File: config.mk
export PLATFORM = sky130hd
export DESIGN_NAME = mb_sync_tx
export DESIGN_NICKNAME = d
export VERILOG_FILES = /design/src/rtl/mb_sync_tx.sv
export SDC_FILE = /design/constraint.sdc
export NUM_CORES = 1
export LEC_CHECK = 0
export BUFFER_PORTS_ARGS = -buffer_cell sky130_fd_sc_hd__buf_2
export CORE_UTILIZATION = 43
export CTS_CLUSTER_DIAMETER = 30
export DETAILED_ROUTE_END_ITERATION = 10
export HOLD_SLACK_MARGIN = 0.1
export PLACE_DENSITY = 0.81
export SLEW_MARGIN = 5
export SYNTH_ARGS = -nofsm -noshare
export SYNTH_HDL_FRONTEND = slang
export SYNTH_SLANG_ARGS = --single-unit
File: constraint.sdc
create_clock -name i_src_clock -period 1.6 [get_ports i_src_clock]
set_input_delay 0.08 -clock i_src_clock [delete_from_list [all_inputs] [get_ports i_src_clock]]
set_output_delay 0.08 -clock i_src_clock [all_outputs]
set_load 0.005 [all_outputs]
File: src/rtl/mb_sync_tx.sv
// Source-side transmitter for a four-phase req/ack multibit level-synchronizer crossing.
// Optional handshake-phase timeout: define MB_SYNC_TX_TIMEOUT_EN.
module mb_sync_tx #(
  parameter int NB      = 8,
  parameter int NSYNC   = 2,
  parameter int TIMEOUT = 64
) (
  input  logic          i_src_clock,
  input  logic          i_reset,
  input  logic [NB-1:0] i_data,
  input  logic          i_valid,
  output logic          o_ready,
  output logic [NB-1:0] o_data,
  output logic          o_req,
  input  logic          i_ack,
  output logic          o_done,
  output logic          o_timeout,
  output logic [1:0]    o_state
);

  typedef enum logic [1:0] {
    IDLE    = 2'd0,
    REQ     = 2'd1,
    ACK_LOW = 2'd2
  } state_t;

  if (NSYNC < 2 || TIMEOUT < 2) begin : g_bad_param
    $error("mb_sync_tx: NSYNC and TIMEOUT must both be >= 2");
  end

  state_t          state;
  state_t          state_next;
  logic [NSYNC-1:0] ack_ff;
  logic            ack_sync;
  logic            accept;
  logic            abort;
  logic            expired;
  logic            req_next;
  logic [NB-1:0]   data_next;
  logic            done_next;
  logic            timeout_next;

  // Handshake (valid/ready): a word transfers on a rising edge where
  // i_valid && o_ready; upstream holds i_data/i_valid until that edge.
  assign o_ready = (state == IDLE) && !ack_sync && !i_reset;
  assign accept  = i_valid && o_ready;
  assign o_state = state;

  // i_ack is asynchronous; only the last stage of this chain is ever used.
  always_ff @(posedge i_src_clock) begin
    if (i_reset) ack_ff <= '0;
    else         ack_ff <= {ack_ff[NSYNC-2:0], i_ack};
  end
  assign ack_sync = ack_ff[NSYNC-1];

`ifdef MB_SYNC_TX_TIMEOUT_EN
  localparam int CW = $clog2(TIMEOUT + 1);
  logic [CW-1:0] phase_cnt;

  // Counts cycles spent in the current handshake phase.
  always_ff @(posedge i_src_clock) begin
    if (i_reset || (state_next != state)) phase_cnt <= '0;
    else if (state != IDLE)               phase_cnt <= phase_cnt + 1'b1;
  end
  assign expired = (phase_cnt == CW'(TIMEOUT - 1));
`else
  assign expired = 1'b0;
`endif

  // State register plus the registered outputs.
  always_ff @(posedge i_src_clock) begin
    if (i_reset) begin
      state     <= IDLE;
      o_req     <= 1'b0;
      o_data    <= '0;
      o_done    <= 1'b0;
      o_timeout <= 1'b0;
    end else begin
      state     <= state_next;
      o_req     <= req_next;
      o_data    <= data_next;
      o_done    <= done_next;
      o_timeout <= timeout_next;
    end
  end

  // Next-state logic; a real ack transition always wins over an expiring timer.
  always_comb begin
    state_next = state;
    abort      = 1'b0;
    case (state)
      IDLE: begin
        if (accept) state_next = REQ;
      end
      REQ: begin
        if (ack_sync) begin
          state_next = ACK_LOW;
        end else if (expired) begin
          state_next = IDLE;
          abort      = 1'b1;
        end
      end
      ACK_LOW: begin
        if (!ack_sync) begin
          state_next = IDLE;
        end else if (expired) begin
          state_next = IDLE;
          abort      = 1'b1;
        end
      end
      default: state_next = IDLE;
    endcase
  end

  // Output logic: o_req is high exactly while in REQ; o_data moves only on accept.
  always_comb begin
    req_next     = (state_next == REQ);
    data_next    = accept ? i_data : o_data;
    done_next    = (state == ACK_LOW) && (state_next == IDLE) && !abort;
    timeout_next = abort;
  end

endmodule

==> results.py <==
metrics = {
    "status": {
        "status": "complete, no violations",
    },
    "finish": {
        "syn_to_final_growth_pct": 40.4,
        "diodes": 0,
        "fillCellCount": 92,
        "drive_above_1_share_pct": 37.2,
        "postLayoutCoreUtil_pct": 68.3,
        "final_cell_count_no_fill": 100,
        "layout.nets": 99,
    },
    "setup_path": {
        "crit_arrival_ns": 1.30,
        "end_kind": "primary output",
        "reg2reg_slack_ns": 0.32,
        "start_kind": "flip-flop",
        "cp.required_ns": 1.52,
        "path_max_fanout": 17,
        "crit_type": "flip-flop to primary output",
    },
    "clocking": {
        "cts_resized": 0,
        "clock_path_buffers": 2,
        "htree_num_levels": 1,
        "cts-root-buf": "clkbuf_4",
        "cts_tree": "yes",
        "cts_sinks": 14,
        "worstSkewPairLatency_ns": 0.27,
        "clk_pin_slew_ns": 0.08,
        "cts_buffers": 3,
    },
    "logic_synthesis": {
        "synth_area_leader_cell": "dfxtp_1",
        "ys_warn_count": 0,
        "ys_seq_area_share_pct": 49.2,
        "synth_area_um2": 569,
        "synth_edf_count": 0,
        "avgSynthCellArea_um2": 10.7,
        "synth_area_leaders": "dfxtp_1, a31o_1, nand2b_1",
        "yosysMostFrequentCell": "dfxtp_1",
        "ys_top_cells_by_count": "dfxtp_1, a31o_1, nand2b_1",
        "synth_top_area_share_pct": 49.2,
        "synthArstFlopShare_pct": 0,
        "ys_seq_elements": 14,
        "ys_types": 17,
        "syn_inst": 53,
        "syn_nets": 65,
        "ys.flop_type": "dfxtp_1",
    },
    "sta": {
        "period_share_pct": 86.5,
        "rsz0062_at_grt": "false",
        "fin_tns_setup_ns": 0,
        "finClkSkew_ns": 0.00168,
        "hold_viol": 0,
        "fin_crit_ns": 1.38,
        "slew_viol_final": 0,
        "fmax_ghz": 0.723,
        "setup_viol": 0,
    },
    "detailed_routing": {
        "firstDrtPassIters": 2,
        "drc": 0,
        "ant_nets": 0,
        "wl_per_cell_um": 11.4,
        "vias_per_cell": 4.99,
        "drtIter0Drc": 8,
        "vias": 499,
        "wirelength_um": 1140,
    },
    "die": {
        "start_util_pct": 48.6,
        "ios": 26,
        "core_area_mm2": 0.00117,
        "rows": 12,
        "die_y_um": 38.4,
        "die_area_mm2": 0.00147,
        "die_w_um": 38.4,
    },
    "power": {
        "p_total_uw": 741,
        "p_comb_share_pct": 15.2,
        "p_per_area_mw_per_mm2": 926,
        "p_leak_nw": 0.358,
        "netSwitchingFraction_pct": 22.8,
        "p_clk_share_pct": 33.1,
        "ir_worst_vdd_mv": 0.650,
        "power.switching_uw": 169,
        "p_int_uw": 571,
        "pwr-share-seq_pct": 51.7,
    },
    "global_routing": {
        "overflow": 0,
        "first_global_vias": 473,
        "grt.total_usage_pct": 18.7,
        "antenna_found_initial": 0,
        "grt_pass1_wl_um": 1880,
        "grt_max_degree": 18,
    },
    "place": {
        "dp_cells": 87,
        "portBuffers": 24,
        "place.gp.congestion": 0.708,
        "dp_hpwl_um": 694,
    },
    "min_path": {
        "hold_path_class": "input port to flip-flop",
    },
    "run": {
        "maxCapViolCount": 0,
    },
}
[sequential cells by signal, summed over array words and instances, names as in the netlist]
register and count:
o_data 8, ack_ff 2, o_state 2, o_done 1, o_req 1
[kinds of logic (layout without fill, tap and decap cells)]
logic type | count (synthesis) | count (layout) | synth area share [%]
flops | 14 | 14 | 49.2
other cells | 1 | 1 | 0.659
xor+xnor | 1 | 1 | 1.54
buf+inv | 5 | 38 | 7.25
compound gates | 16 | 16 | 20.0
simple gates | 16 | 16 | 21.3
[timing repair]
item	CTS	global route
hold buffers	9	0
endpoints found under the hold margin	9	0
buffers inserted	0	0
[cells in the final DEF (no fill, tap or decap)]
cell type and count:
dlygate4sd3_1 9, dfxtp_1 14, nor2b_1 2, nor3b_2 1, nor4_4 1, conb_1 1, nand2b_1 8, a21oi_1 7
nor2_1 1, buf_4 1, xnor2_1 1, clkbuf_4 3, buf_2 24, a21oi_2 1, a31o_1 8, clkbuf_8 1
nor4_1 2, nor4b_1 1
[stage by stage]
stage               hold slack, ns  setup WS (ns)  area [um2]
detailed placement           0.297          0.338         673
global placement             0.288          0.378         673
finish                       0.157          0.216         800
global route                 0.177          0.126         800
CTS                          0.148          0.211         800
floorplan                    0.208          0.307         569
[final cells by class]
class,count,area (um2),share of cell area (%)
flip-flops and latches,14,280,35.1
multi-input cells,34,248,31.0
repair buffers,34,218,27.2
clock buffers,4,36.3,4.54
well taps,14,17.5,2.19
[routing by layer]
| metal | global-route usage (%) | part of all wire [%] | vias up |
|---|---|---|---|
| met4 | 10.3 | 0.88 | 0 |
| li1 | - | - | 253 |
| met2 | 33.9 | 51 | 15 |
| met3 | 1.74 | 4.2 | 2 |
| met1 | 21.1 | 44 | 229 |
| met5 | 0 | 0 | - |
[final timing paths]
check	start	to	cells past startpoint
min	i_reset	ack_ff[1]$_SDFF_PP0_	2
max reg2reg	ack_ff[1]$_SDFF_PP0_	o_data[3]$_SDFFE_PP0P_	4
min reg2reg	ack_ff[0]$_SDFF_PP0_	ack_ff[1]$_SDFF_PP0_	1
max	ack_ff[1]$_SDFF_PP0_	o_ready	3
[power by group through the flow]
stage               sequential (mW)  clock [mW]  combinational (mW)
floorplan                     0.393           0              0.0583
detailed placement            0.391           0              0.0948
finish                        0.383       0.245               0.112
global route                  0.385       0.265               0.124
global placement              0.390           0              0.0918
CTS                           0.383       0.253               0.112
[worst max-delay path, cell delays in order (launching register included)]
cell	delay [ns]
dfxtp_1	0.37
nor4_4	0.27
buf_4	0.25
buf_2	0.15
Power figures use the tool's default switching activity.
